`config.mk`:
```
export PLATFORM = sky130hd
export DESIGN_NAME = trng_conditioner
export DESIGN_NICKNAME = d
export VERILOG_FILES = /design/src/rtl/trng_conditioner.sv
export SDC_FILE = /design/constraint.sdc
export NUM_CORES = 1
export LEC_CHECK = 0
export CAP_MARGIN = 20
export CORE_ASPECT_RATIO = 1.5
export CORE_UTILIZATION = 30
export CTS_BUF_LIST = sky130_fd_sc_hd__clkbuf_4 sky130_fd_sc_hd__clkbuf_8
export DETAILED_ROUTE_END_ITERATION = 16
export MAX_ROUTING_LAYER = met4
export PLACE_DENSITY = 0.58
export SETUP_SLACK_MARGIN = 0.5
export SLEW_MARGIN = 20
export SYNTH_ARGS = -nofsm -noshare
export SYNTH_HDL_FRONTEND = slang
export SYNTH_SLANG_ARGS = --single-unit
```
`constraint.sdc`:
```
create_clock -name clk -period 5.3 [get_ports clk]
set_input_delay 1.06 -clock clk [delete_from_list [all_inputs] [get_ports clk]]
set_output_delay 1.06 -clock clk [all_outputs]
set_load 0.01 [all_outputs]
```
`src/rtl/trng_conditioner.sv`:
```
// Ring-oscillator TRNG conditioner: per-channel 2-flop sync, XOR combine, prescaled sampling,
// optional von Neumann debias, repetition-count health test and word packing onto valid/ready.

module trng_sync_lane (
  input  logic clk,
  input  logic rst,
  input  logic d,
  output logic q
);
  logic s1;

  always_ff @(posedge clk) begin
    if (rst) begin
      s1 <= 1'b0;
      q  <= 1'b0;
    end else begin
      s1 <= d;
      q  <= s1;
    end
  end
endmodule

module trng_conditioner #(
  parameter int NUM_CH    = 4,
  parameter int WIDTH     = 8,
  parameter int DIV       = 16,
  parameter int REP_LIMIT = 32
) (
  input  logic              clk,
  input  logic              rst,
  input  logic              en,
  input  logic              vn_en,
  input  logic [NUM_CH-1:0] rnd_in,
  input  logic              fault_clr,
  output logic [WIDTH-1:0]  out_data,
  output logic              out_valid,
  input  logic              out_ready,
  output logic              fault
);
  localparam int CW = (DIV > 1) ? $clog2(DIV) : 1;
  localparam int RW = $clog2(REP_LIMIT + 1);
  localparam int BW = $clog2(WIDTH + 1);

  logic [NUM_CH-1:0] sync_q;
  logic [CW-1:0]     cnt;
  logic [RW-1:0]     rep, rep_nxt;
  logic              prev_raw, raw, tick, trip;
  logic              phase, first;
  logic              take, pair_ok, bit_in, accept;
  logic [WIDTH-1:0]  sreg, word_nxt;
  logic [BW-1:0]     bcnt;
  logic              full, last, slot_free, xfer;

  generate
    for (genvar i = 0; i < NUM_CH; i++) begin : g_lane
      trng_sync_lane u_lane (.clk(clk), .rst(rst), .d(rnd_in[i]), .q(sync_q[i]));
    end
  endgenerate

  assign raw  = ^sync_q;
  assign tick = en && (cnt == CW'(DIV - 1));

  always_ff @(posedge clk) begin
    if (rst)      cnt <= '0;
    else if (en)  cnt <= (cnt == CW'(DIV - 1)) ? '0 : cnt + CW'(1);
  end

  // rep == 0 marks "no previous sample" (after reset or a fault clear)
  always_comb begin
    rep_nxt = RW'(1);
    if (rep != '0 && raw == prev_raw)
      rep_nxt = (rep == RW'(REP_LIMIT)) ? rep : rep + RW'(1);
  end

  assign trip = tick && (rep_nxt == RW'(REP_LIMIT)) && (rep != RW'(REP_LIMIT));

  always_ff @(posedge clk) begin
    if (rst) begin
      fault    <= 1'b0;
      rep      <= '0;
      prev_raw <= 1'b0;
    end else if (trip) begin
      fault    <= 1'b1;
      rep      <= rep_nxt;
      prev_raw <= raw;
    end else if (fault_clr) begin
      fault    <= 1'b0;
      rep      <= '0;
    end else if (tick) begin
      rep      <= rep_nxt;
      prev_raw <= raw;
    end
  end

  assign take      = tick && !fault && !trip;
  assign pair_ok   = vn_en ? (phase && (first != raw)) : 1'b1;
  assign bit_in    = vn_en ? first : raw;
  assign full      = (bcnt == BW'(WIDTH));
  assign accept    = take && pair_ok && !full;
  assign last      = accept && (bcnt == BW'(WIDTH - 1));
  assign xfer      = out_valid && out_ready;
  assign slot_free = !out_valid || out_ready;
  assign word_nxt  = {sreg[WIDTH-2:0], bit_in};

  // Leaving VN mode holds the phase at "first", so any vn_en change restarts the pair
  always_ff @(posedge clk) begin
    if (rst || trip || !vn_en) begin
      phase <= 1'b0;
      first <= 1'b0;
    end else if (take) begin
      phase <= ~phase;
      if (!phase) first <= raw;
    end
  end

  always_ff @(posedge clk) begin
    if (rst) begin
      sreg      <= '0;
      bcnt      <= '0;
      out_data  <= '0;
      out_valid <= 1'b0;
    end else if (trip) begin
      sreg      <= '0;
      bcnt      <= '0;
      out_valid <= 1'b0;
    end else if (full && slot_free) begin
      out_data  <= sreg;
      out_valid <= 1'b1;
      bcnt      <= '0;
    end else if (last && slot_free) begin
      // final bit goes straight to the output so out_valid rises right after its tick
      sreg      <= word_nxt;
      out_data  <= word_nxt;
      out_valid <= 1'b1;
      bcnt      <= '0;
    end else begin
      if (xfer) out_valid <= 1'b0;
      if (accept) begin
        sreg <= word_nxt;
        bcnt <= bcnt + BW'(1);
      end
    end
  end
endmodule

```
### Word-level counts from Yosys, hierarchy flattened

Index checks and enable logic that the tools add are counted.

* flip-flop bits (word level): 43
* input bits: 10
* output and inout port bits: 10
* word-level logic and storage cells: 88

* $add $sub $neg: 3
* equality and inequality tests: 9
* muxes and demuxes: 20
* bitwise operators: 3
* reductions and logical operators: 35

Operator list (count)
* $mux 8: 4
* $mux 6: 5
* $logic_and 1x1->1: 13
* $eq 6x6->1 const B: 2
* $mux 1: 10
* $add 4x1->4 const B: 2
* $eq 4x4->1 const B: 2
* $reduce_and 2->1: 4
* $reduce_bool 2->1: 4
* $add 6x1->6 const B: 1
* $ne 6x6->1 const B: 1
* $reduce_bool 3->1: 2
* $reduce_bool 6->1: 1
* $logic_not 1->1: 5
* $eq 4x3->1 const B: 1
* $mux 4: 1
* $reduce_or 4->1: 1
* $reduce_xor 4->1: 1
* $logic_or 1x1->1: 3
* $not 1->1: 3
* $ne 2x1->1 const B: 1
* $reduce_or 2->1: 1
* $eq 1x1->1: 1
* $ne 1x1->1: 1

### Depth between registers and ports, before layout

* depth after elaboration: 15
* mapped depth: 9

### Hierarchy

Synthesis repeated with hierarchy kept, for this count alone.

* cells, all modules: 240
* area, all modules: 2184.6 µm²

By module, submodules not included
* trng_conditioner: instances 1, cells an instance 224, area each 1974.4 µm², seq. area each 700.7 µm²
* trng_sync_lane: instances 4, cells an instance 4, area each 52.6 µm², seq. area each 40.0 µm²

### Worst setup path before layout

OpenSTA, ideal clock, no wires.

* path kind: input -> register
* from: in en
* to: reg sreg[1]
* setup time: 0.117 ns
* arrival time: 2.409 ns
* data required time: 5.183 ns
* slack: 2.774 ns
* cell stages on the path: 8
* buffers on the path: 3
* cells stage by stage: buf_2 and4_1 buf_2 nand3_1 o21ai_0 buf_4 mux2i_1 nor2_1

* word-level cells in the longest chain between the ends: 11
* elaborated cells between the ends (all ways): 14
* those cells by class: mux: 1; reduce/logical: 13

RTL lines
* start: declaration: RTL line 31 `input logic en,`
* $logic_and 1x1->1 *: RTL line 61 `assign tick = en && (cnt == CW'(DIV - 1));`
* $logic_and 1x1->1 (2 in a row): RTL line 75 `assign trip = tick && (rep_nxt == RW'(REP_LIMIT)) && (rep != RW'(REP_LIMIT));`
* $logic_not 1->1: RTL line 95 `assign take = tick && !fault && !trip;`
* $logic_and 1x1->1: RTL line 95
* $logic_and 1x1->1 (2 in a row): RTL line 99 `assign accept = take && pair_ok && !full;`
* $logic_and 1x1->1: RTL line 100 `assign last = accept && (bcnt == BW'(WIDTH - 1));`
* $logic_and 1x1->1: RTL line 130 `end else if (last && slot_free) begin`
* $reduce_bool 2->1 (no source line)
* $reduce_and 2->1 (no source line)
* end signal: assignment: RTL line 132 `sreg <= word_nxt;`
* end signal: assignment: RTL line 139 `sreg <= word_nxt;`
* end: declaration: RTL line 50 `logic [WIDTH-1:0] sreg, word_nxt;`

Every way passes the cells marked *; elsewhere a longest branch is shown, timed or not.
A chain may end at the register's enable or synchronous reset.

### Final worst setup path

* from: in en
* to: reg bcnt[2]

* word-level cells in the longest chain between the ends: 10
* elaborated cells between the ends (all ways): 11
* those cells by class: reduce/logical: 11

RTL lines
* $logic_and 1x1->1 *: RTL line 61
* $logic_and 1x1->1 (2 in a row): RTL line 75
* $logic_not 1->1: RTL line 95
* $logic_and 1x1->1: RTL line 95
* $logic_and 1x1->1 (2 in a row): RTL line 99
* $logic_and 1x1->1: RTL line 100
* $logic_and 1x1->1: RTL line 130
* $reduce_or 4->1 (no source line)
* end signal: assignment: RTL line 140 `bcnt <= bcnt + BW'(1);`
* end: declaration: RTL line 51 `logic [BW-1:0] bcnt;`

Marked as above.

==> summary.md <==
| Metric | Value |
|---|---|
| Peak VDD IR | `0.110 mV` |
| Cells taking the most area after synthesis | `sky130_fd_sc_hd__dfxtp_1 (41%), sky130_fd_sc_hd__mux2i_1 (8.6%), sky130_fd_sc_hd__nor2_1 (4.1%)` |
| Worst Path Arrival | `3.23 ns` |
| Relative slew slack | `53.4%` |
| Synth Register Bits | `43` |
| Nets in the synthesized netlist | `236` |
| Crit path launch type | `primary input` |
| Status | `finished, violations left` |
| Pre-CTS setup slack | `1.63 ns` |
| Share of final-layout standard cells stronger than drive strength 1 | `9.24%` |
| Register clock-pin slew on the reported worst setup and hold paths | `0.08 ns` |
| Final Hold Fails | `0` |
| Drt via density | `5.07` |
| CTS Hold Buffers Added | `0` |
| Type of destination of the critical path | `flop` |
| Height of the chip | `104 um` |
| Path category of the worst min-delay check | `flop to flop` |
| Number of buffers created by CTS | `5` |
| Design internal power | `497 uW` |
| Largest net degree at the start of global routing | `30` |
| Port Buffer Count | `19` |
| Routability cong. | `0.765` |
| Clk root buf | `sky130_fd_sc_hd__clkbuf_8` |
| Clock insertion delay at the later pin of the skew report | `0.30 ns` |
| Synth Warn # | `0` |
| Synthesized area divided by synthesized cell count | `9.49 um2` |
| Slack of the critical path | `2.30 ns` |
| Rows | `37` |
| Setup-violating endpoint count in the final report | `0` |
| Share of the clock period used by the worst path | `56.5%` |
| Count of pins over their slew limit | `0` |
| Starting density of the core | `30.8%` |
| Biggest area consumer among synthesized cells | `sky130_fd_sc_hd__dfxtp_1` |
| Global-route wire length before repair | `7290 um` |
| Post-synth top flop | `sky130_fd_sc_hd__dfxtp_1` |
| Die area | `0.00734 mm2` |
| Delay contributed by the slowest stage of the critical path | `0.61 ns` |
| Area Overhead vs Synth | `17.0%` |
| Startpoint-to-endpoint class of the critical path | `primary input to flop` |
| Leak pwr | `0.842 nW` |
| Time the final worst path needs with I/O delays and setup | `3.00 ns` |
| Ordered list of cells on the worst path | `clkdlybuf4s50_1, and4_1, nand3_1, o21ai_2, nand2_1, xor2_1, nor2_1` |
| Total of cells resized after clock tree synthesis | `0` |
| Number of H-tree levels | `2` |
| Total Wirelength | `4190 um` |
| Post-synthesis sequential area ratio | `41.1%` |
| Synthesized area | `0.00210 mm2` |
| Reported net switching power | `134 uW` |
| Starting DRT DRC Count | `85` |
| Via count of the first global-routing pass | `1568` |
| Setup repair after global routing missed its margin | `no` |
| Setup Total Neg Slack | `0 ns` |
| Overflow left after global routing | `0` |
| Distinct cell type count of the synthesized netlist | `49` |
| Combinational power share | `5.6%` |
| Overall track demand over capacity in global routing | `12.7%` |
| Area fraction of the dominant cell type after synthesis | `41.1%` |
| Number of enable-type register cells in the synthesized netlist | `0` |
| Worst-Margin Slew | `0.699 ns` |
| Share of power burned in registers | `52.3%` |
| Residual DRC | `2` |
| Routed len/inst | `13.3 um` |
| Number of clock sinks seen by CTS | `43` |
| Synth async-reset ratio | `0%` |
| Router iterations before antenna repair | `10` |
| Commonest non-fill, non-tap cells in the layout | `sky130_fd_sc_hd__dfxtp_1 (43), sky130_fd_sc_hd__nor2_1 (23), sky130_fd_sc_hd__clkdlybuf4s50_1 (19), sky130_fd_sc_hd__mux2i_1 (18), sky130_fd_sc_hd__nand2_1 (15)` |
| Most common cell after layout, fill and taps aside | `sky130_fd_sc_hd__dfxtp_1` |
| Clk pwr share | `42.1%` |
| Total setup buffers inserted after CTS | `0` |
| Boundary pin count | `20` |
| Max Root-Sink Buffers | `2` |
| Std-Cell Core Area | `0.00681 mm2` |
| Number of max-cap violations | `0` |
| Placed wire-length estimate | `2990 um` |
| Net total in the final layout | `252` |
| Instance count of the mapped netlist | `221` |
| Master of the slowest instance on the critical path | `sky130_fd_sc_hd__clkdlybuf4s50_1` |
| Data required time at the worst endpoint | `5.54 ns` |
| Power density normalized to cell area | `257 mW/mm2` |
| Die width | `70.3 um` |
| Final antenna diode count | `0` |
| Switching portion of total power | `21.3%` |
| Achievable clock frequency | `0.334 GHz` |
| Antenna-violating nets left | `0` |
| DR vias | `1603` |
| TritonCTS clock tree | `built` |
| Design Power | `631 uW` |
| WHS | `0.441 ns` |
| Worst Skew | `0.00390 ns` |
| Number of antenna violations at the first check in global routing | `0` |
| CP max FO | `12` |
| Failing checks | `DRC` |
## path summary, 6_finish.rpt
path	start	to	slack (ns)	depth (start not counted)
worst max-delay path	en	bcnt[2]	2.30	7
worst min-delay path	g_lane[0].u_lane.s1	g_lane[0].u_lane.q	0.44	1
worst max register to register	rep[0]	bcnt[2]	3.05	7
worst min register to register	g_lane[0].u_lane.s1	g_lane[0].u_lane.q	0.44	1
## cells by family after synthesis
family	Yosys count	share of synthesized area (%)
flip-flops	43	41.1
multiplexers	19	9.13
XOR/XNOR	11	6.74
adder cells (fa/ha/maj)	5	2.98
AO/OA/AOI/OAI	42	14.3
buffers and inverters	18	4.30
AND/OR/NAND/NOR	83	21.5
## worst max-delay path, delay by kind of cell
kind                   cells  cell delay (ns)
XOR/XNOR                   1             0.16
buffers and inverters      1             0.61
AND/OR/NAND/NOR            4             0.81
AO/OA/AOI/OAI              1             0.58
## sequential cells by signal, summed over array words and instances (netlist names), 4 cells and up
register and cells:
bcnt 4, sreg 8, g_lane.u_lane.s1 4, rep 6, out_data 8, g_lane.u_lane.q 4, cnt 4
## layer usage
layer / global-route usage [%] / part of all wire, % / up-vias
met2: 20.8 / 52 / 24
met4: 7.86 / 2.9 / 0
met3: 2.23 / 2.4 / 11
met1: 14.0 / 43 / 750
met5: - / 0 / -
li1: - / - / 818
## metrics by stage
stage               cells  util [%]  area (um2)
floorplan             221         -        2100
global placement      308      34.3        2330
detailed placement    308      34.3        2330
CTS                   316      36.0        2450
global route          316      36.1        2450
finish                316      36.1        2450
## area by class of cell
cell class	count	area, um2
Fill cell	678	4350
Multi-Input combinational cell	160	1150
Sequential cell	43	861
Timing Repair Buffer	21	205
Tap cell	78	97.6
Clock buffer	6	82.6
Clock inverter	2	35.0
Inverter	6	22.5
## power groups by stage
| stage | logic, mW | clock network, mW | registers, mW |
|---|---|---|---|
| floorplan | 0.0234 | 0 | 0.337 |
| global placement | 0.0357 | 0 | 0.337 |
| detailed placement | 0.0355 | 0 | 0.338 |
| CTS | 0.0358 | 0.275 | 0.330 |
| global route | 0.0389 | 0.286 | 0.331 |
| finish | 0.0354 | 0.266 | 0.330 |
## synth_stat cells, drive strengths merged (2+ instances only)
cell type / n
nor4b: 2
a21o: 3
o21ai: 6
nand4: 4
dfxtp: 43
nor3b: 3
a311oi: 7
xnor3: 2
a221oi: 3
clkbuf: 4
ha: 5
xor2: 6
nor3: 9
inv: 6
nand3: 7
mux2i: 18
a21oi: 13
buf: 8
nand2: 15
nand2b: 2
o21a: 2
nor2: 23
xnor2: 2
nor2b: 11
(Power assumes the default switching activity.)
